`src/rtl/uart_rx_byte_fifo.sv`:
```
// uart_rx_byte_fifo: show-ahead byte FIFO behind the UART receiver.
// Ports: i_Clock, i_Rst_n (sync, active-low), i_Rx_DV/i_Rx_Byte (write),
//   i_Rd_En (pop), i_Clr_Ovf; o_Data (head or 8'h00), o_Valid, o_Count,
//   o_Full, o_Overflow (sticky drop flag), o_Almost_Full (optional).
// Optional: define UART_RX_FIFO_ALMOST_FULL_EN to add o_Almost_Full
//   (and its AF_LEVEL threshold parameter).
module uart_rx_byte_fifo #(
  parameter int DEPTH = 16
`ifdef UART_RX_FIFO_ALMOST_FULL_EN
  ,
  parameter int AF_LEVEL = DEPTH - 2
`endif
) (
  input  logic                     i_Clock,
  input  logic                     i_Rst_n,
  input  logic                     i_Rx_DV,
  input  logic [7:0]               i_Rx_Byte,
  input  logic                     i_Rd_En,
  input  logic                     i_Clr_Ovf,
  output logic [7:0]               o_Data,
  output logic                     o_Valid,
  output logic [$clog2(DEPTH):0]   o_Count,
  output logic                     o_Full,
  output logic                     o_Overflow
`ifdef UART_RX_FIFO_ALMOST_FULL_EN
  ,
  output logic                     o_Almost_Full
`endif
);

  localparam int AW = $clog2(DEPTH);
  localparam int CW = AW + 1;

  logic [7:0]    r_mem [DEPTH];
  logic [AW-1:0] r_wr_ptr;
  logic [AW-1:0] r_rd_ptr;
  logic [CW-1:0] r_count;
  logic          r_ovf;

  logic          w_empty;
  logic          w_full;
  logic          w_pop;
  logic          w_push;
  logic          w_drop;
  logic [CW-1:0] w_count_nxt;

  assign w_empty = (r_count == '0);
  assign w_full  = (r_count == CW'(DEPTH));
  assign w_pop   = i_Rd_En && !w_empty;
  // A pop in the same cycle frees the slot, so a full FIFO can still
  // accept the incoming byte without dropping it.
  assign w_push  = i_Rx_DV && (!w_full || w_pop);
  assign w_drop  = i_Rx_DV && w_full && !w_pop;

  always_comb begin
    w_count_nxt = r_count;
    unique case ({w_push, w_pop})
      2'b10:   w_count_nxt = r_count + CW'(1);
      2'b01:   w_count_nxt = r_count - CW'(1);
      default: w_count_nxt = r_count;
    endcase
  end

  // Storage is intentionally left out of reset.
  always_ff @(posedge i_Clock) begin
    if (i_Rst_n && w_push) begin
      r_mem[r_wr_ptr] <= i_Rx_Byte;
    end
  end

  always_ff @(posedge i_Clock) begin
    if (!i_Rst_n) begin
      r_wr_ptr <= '0;
      r_rd_ptr <= '0;
      r_count  <= '0;
    end else begin
      if (w_push) begin
        r_wr_ptr <= r_wr_ptr + AW'(1);
      end
      if (w_pop) begin
        r_rd_ptr <= r_rd_ptr + AW'(1);
      end
      r_count <= w_count_nxt;
    end
  end

  // Set has priority over clear so a drop is never lost.
  always_ff @(posedge i_Clock) begin
    if (!i_Rst_n) begin
      r_ovf <= 1'b0;
    end else if (w_drop) begin
      r_ovf <= 1'b1;
    end else if (i_Clr_Ovf) begin
      r_ovf <= 1'b0;
    end
  end

`ifdef UART_RX_FIFO_ALMOST_FULL_EN
  logic r_af;

  // Registered from the next count so it lines up with o_Count.
  always_ff @(posedge i_Clock) begin
    if (!i_Rst_n) begin
      r_af <= 1'b0;
    end else begin
      r_af <= (w_count_nxt >= CW'(AF_LEVEL));
    end
  end

  assign o_Almost_Full = r_af;
`endif

  assign o_Valid    = !w_empty;
  assign o_Full     = w_full;
  assign o_Count    = r_count;
  assign o_Overflow = r_ovf;
  assign o_Data     = w_empty ? 8'h00 : r_mem[r_rd_ptr];

endmodule

```
`config.mk`:
```
export PLATFORM = sky130hd
export DESIGN_NAME = uart_rx_byte_fifo
export DESIGN_NICKNAME = d
export VERILOG_FILES = /design/src/rtl/uart_rx_byte_fifo.sv
export SDC_FILE = /design/constraint.sdc
export NUM_CORES = 1
export LEC_CHECK = 0
export BUFFER_PORTS_ARGS = -buffer_cell sky130_fd_sc_hd__buf_4
export CORE_ASPECT_RATIO = 1.1
export CORE_MARGIN = 5
export CORE_UTILIZATION = 55
export DETAILED_ROUTE_END_ITERATION = 12
export GPL_TIMING_DRIVEN = 0
export PLACE_DENSITY = 0.72
export SYNTH_ARGS = -nofsm -noshare
export SYNTH_HDL_FRONTEND = slang
export SYNTH_SLANG_ARGS = --single-unit
```
`constraint.sdc`:
```
create_clock -name i_Clock -period 3.8 [get_ports i_Clock]
set_input_delay 0.38 -clock i_Clock [delete_from_list [all_inputs] [get_ports i_Clock]]
set_output_delay 0.38 -clock i_Clock [all_outputs]
set_load 0.02 [all_outputs]
```
## Word-level counts from Yosys, hierarchy flattened

Memory sizes are Yosys's and may differ from the RTL's. A register that Yosys moved wholly into a read port is not among the register bits.
Cells that the tools add are included.

| word-level totals | value |
|---|---|
| flip-flop bits (word level) | 14 |
| memory bits (writable) | 128 |
| input bits | 13 |
| output and inout port bits | 16 |
| word-level logic and storage cells | 32 |
| memories | 1 |

Memories:

| name | depth | width | rd ports | clocked after memory_dff | write ports | line | text |
|---|---|---|---|---|---|---|---|
| r_mem | 16 | 8 | 1 | 1 | 1 | 34 | `logic [7:0] r_mem [DEPTH];` |

| operators by class | value |
|---|---|
| add/subtract/negate cells | 4 |
| eq/ne operators | 3 |
| mux-type cells | 8 |
| reduce and logical (&&, ||, !) cells | 12 |

Operator list:

| cell | number |
|---|---|
| 5-bit one-hot mux with 2 select lines | 1 |
| 4-bit by 1-bit adder with 4-bit output (second input constant) | 2 |
| 4-bit two-way mux | 2 |
| 8-bit two-way mux | 1 |
| 5-bit by 1-bit adder with 5-bit output (second input constant) | 1 |
| 5-bit equality test (second input constant) | 1 |
| 1-bit logical AND | 5 |
| 5-bit zero test | 1 |
| 5-bit by 1-bit subtractor with 5-bit output (second input constant) | 1 |
| 1-bit two-way mux | 4 |
| 2-bit nonzero test | 2 |
| 1-bit zero test | 3 |
| 2-bit by 1-bit equality test with 1-bit output (second input constant) | 1 |
| 2-bit equality test (second input constant) | 1 |
| 1-bit logical OR | 1 |

## Longest topological paths before layout

| depth | value |
|---|---|
| word-level depth | 8 |
| gate-level depth with buffers | 14 |
| gate-level depth less buffers | 10 |

## Worst setup path before layout

Ideal clock, no wire load.

| timing path | value |
|---|---|
| path kind | reg-to-reg |
| start point | register r_count[2], in the netlist o_Count[2] |
| end point | register r_count[2], in the netlist o_Count[2] |
| setup time | 0.076 ns |
| arrival time | 2.972 ns |
| required time | 3.724 ns |
| slack | 0.752 ns |
| stages on the path, launching flop included | 15 |
| buffers on the path | 4 |
| clock period less this slack | 3.048 ns |
| path through | dfxtp_1 buf_6 or4_4 buf_6 o31a_1 buf_2 inv_1 ha_1 clkbuf_1 xor2_1 ha_1 a21oi_1 xnor2_1 or3_1 a21boi_0 |

| between the ends | value |
|---|---|
| cells in the longest elaborated chain, start to end | 7 |
| elaborated cells on any way between the ends | 13 |
| those cells by class | 2 x add/sub; 3 x eq/ne; 1 x mux; 7 x reduce/logical |

Ends and longest elaborated chain:

| item | line | text |
|---|---|---|
| start, declared | 37 | `logic [CW-1:0] r_count;` |
| start signal, assigned | 83 | `r_count <= w_count_nxt;` |
| 5-bit zero test | 47 | `assign w_empty = (r_count == '0);` |
| 1-bit zero test | 49 | `assign w_pop = i_Rd_En && !w_empty;` |
| 1-bit logical AND | 49 |  |
| 1-bit logical OR | 52 | `assign w_push = i_Rx_DV && (!w_full \|\| w_pop);` |
| 1-bit logical AND | 52 |  |
| 2-bit by 1-bit equality test with 1-bit output or 2-bit equality test (tied branches) | 57 | `unique case ({w_push, w_pop})` |
| 5-bit one-hot mux with 2 select lines or 2-bit nonzero test (tied branches) | n/a |  |

Parallel ways exist; a longest one is shown, timed or not.
A chain may end at the register's enable or synchronous reset.

## Worst setup path in the final report

| timing path | value |
|---|---|
| start point | register r_count[0], in the netlist o_Count[0] |
| end point | register r_count[2], in the netlist o_Count[2] |

Same word-level chain as after synthesis.

==> out/qor.txt <==
IO Port Bufs: 28
hold bufs inserted after CTS: 0
CP required: 4.15 ns
post-cts sizing count: 0
dpl cell area: 6370 um2
Max stage delay on crit path: 0.57 ns
LEAKAGE: 0.00228 uW
vias per inst: 5.75
Inserted Clock Buffers: 17
number of nets in the layout: 402
total grt overflow: 0
Synth cell types: 43
CP max stage cell: or4_4
antenna cells: 0
final instance count without filler cells: 541
worst skew pair latency: 0.42 ns
Tot GR Track Use: 19.0%
WL/cell: 21.3 um
iteration-0 DRC count of the detailed router: 244
Sink Count: 146
Root Driver: clkbuf_16
critical path, cell by cell: or4_4 > buf_6 > o31a_1 > buf_2 > inv_1 > ha_1 > clkbuf_1 > xor2_1 > ha_1 > a21oi_1 > xnor2_1 > or3_1 > a21boi_0
Peak VDD IR: 558 uV
Hold Slack: 0.276 ns
Final min period: 3.31 ns
Vias: 3110
Hold Crit Class: input port to flip-flop
Seq/Total Area, Yosys: 70.4%
max_slew headroom: 37.2%
fin worst setup slack: 0.489 ns
crit path DAT: 3.66 ns
Clock H-tree levels: 4
RSZ-0062 raised after global routing: false
CTS tree: built
layout cells sized above 1: 26.9%
final cycle utilization of the critical path: 87.1%
final HPWL from detailed placement: 7.13 mm
first-pass GRT wire length: 17.9 mm
syn avg cell area: 17.9 um2
pre-CTS setup slack: 0.567 ns
Residual DRC: 0
capturing element type of the critical path: flip-flop
vias in the first global route: 3167
syn nets: 355
Area Growth Syn to Fin: 16.9%
ys async rst share: 0%
clk slew on worst S/H paths: 0.06 ns
Worst-Margin Slew: 0.939 ns
die width: 109 um
Post-synth EDFFs: 128
status: complete, no violations
# Post-CTS Setup Buffers: 0
Max Cap Viol: 0
final hold viol count: 0
PwrDens: 681 nW/um2
final setup skew: 0.00709 ns
crit start category: flip-flop
Synth Register Bits: 146
initial core utilization: 55.5%
maximum clock rate: 302 MHz
Core Area: 10800 um2
maximum fanout along the worst path: 8
initial antenna violation count: 0
Non-Filler Cell Area, Final: 6980 um2
DIE HEIGHT: 119 um
Placed Cells: 509
drt pass-1 iters: 4
Max Slew Vio Count: 0
IO Count: 29
# rows: 40
Routed Antenna Nets: 0
Setup CP Type: flip-flop to flip-flop
clk buf depth: 2
prevailing post-synth register cell: edfxtp_1
# setup viols final: 0
largest net degree at the start of global routing: 17
Syn. warnings: 0
mapped cell area: 5970 um2
final setup TNS: 0 ns
Mapped Cells: 334
Placer Congestion: 0.800
die footprint: 13000 um2
CP dominant cell by count: ha_1
drt total wl: 11.5 mm
## placed cells by master, fill, tap and decap left out, types with 2 or more instances in the layout
cell type	n
edfxtp_1	128
mux4_2	32
buf_4	29
nor2_1	20
dfxtp_1	18
clkbuf_16	17
a211oi_1	16
mux2i_1	12
nor2b_1	11
clkbuf_1	8
ha_1	8
inv_1	7
buf_2	7
nand2_1	7
xnor2_1	6
and2_1	6
nand3_1	5
nand2b_1	4
o21ai_0	4
bufinv_16	4
buf_1	3
o21a_1	3
clkinvlp_4	3
buf_6	2
xor2_1	2
or2_2	2
nor4b_1	2
a21oi_1	2
a32oi_1	2
inv_6	2
clkinv_1	2
clkinv_2	2
## final timing paths
path	startpoint	end	slack [ns]	cells past startpoint
worst min register to register	r_wr_ptr[3]$_SDFFE_PN0P_	r_wr_ptr[3]$_SDFFE_PN0P_	0.51	2
worst max-delay path	o_Count[0]$_SDFFE_PN0P_	o_Count[2]$_SDFFE_PN0P_	0.49	13
worst max register to register	o_Count[0]$_SDFFE_PN0P_	o_Count[2]$_SDFFE_PN0P_	0.49	13
worst min-delay path	i_Rx_Byte[0]	r_mem[4][0]$_DFFE_PP_	0.28	1
## per-stage QoR
step	util, %	power [uW]
global route	64.9	4970
CTS	64.9	4790
detailed placement	59.2	3070
global placement	59.2	3050
finish	64.9	4760
floorplan	-	2700
## cell families (layout without fill, tap and decap cells)
kind of cell | Yosys count | after routing | share of synthesized area (%)
simple gates | 64 | 64 | 5.74
compound gates | 35 | 35 | 4.54
flops | 146 | 146 | 70.4
buf+inv | 28 | 88 | 2.24
fa+ha+maj | 8 | 8 | 1.68
mux | 45 | 45 | 14.3
xor+xnor | 8 | 8 | 1.17
## flip-flops by register name, indices dropped and copies added (netlist names), named ones only
name        count
o_Count         5
o_Overflow      1
r_mem         128
r_rd_ptr        4
r_wr_ptr        4
## power breakdown
group | switching, uW | total [uW] | internal, uW
logic | 664 | 1190 | 524
registers | 48.2 | 1850 | 1810
clock network | 621 | 1720 | 1090
## worst max-delay path, delay by kind of cell (launching register included)
kind	cells	cell delay, ns
AOI/OAI and AO/OA	3	0.70
xor gates and xnor gates	2	0.26
adders and majority gates	2	0.32
buffers and inverters	4	0.68
DFF	1	0.38
and+or+nand+nor	2	0.89
## Yosys cell counts (all sizes together), types with 2 or more instances
library cell,n,area [um2]
dfxtp,18,360
o21a,3,22.5
o21ai,5,28.8
xor2,2,17.5
a211oi,16,120
clkbuf,8,31.3
nand2b,4,25.0
and2,6,37.5
mux2i,12,120
mux4,32,721
ha,8,100
a32oi,2,17.5
nor4b,2,17.5
inv,7,26.3
xnor2,6,52.6
a21oi,2,10.0
or2,2,12.5
buf,13,76.3
nor2b,11,68.8
edfxtp,128,3840
nor2,20,75.1
nand3,5,25.0
nand2,7,26.3
## per-layer routing
metal | global-route usage [%] | vias to the layer above | share of wire [%]
li1 | - | 1418 | -
met1 | 25.5 | 1556 | 41
met2 | 30.5 | 109 | 51
met3 | 4.66 | 27 | 5.7
met4 | 6.63 | 0 | 2.3
met5 | 0 | - | 0
## layout make-up
class	instances	area, um2
clock buffer	18	429
sequential	146	4200
inverter	7	26.3
multi-input combinational	160	1640
clock inverter	14	186
buffer	21	108
fill	750	3780
tap	147	184
timing repair buffer	28	210
Power figures use the tool's default switching activity.
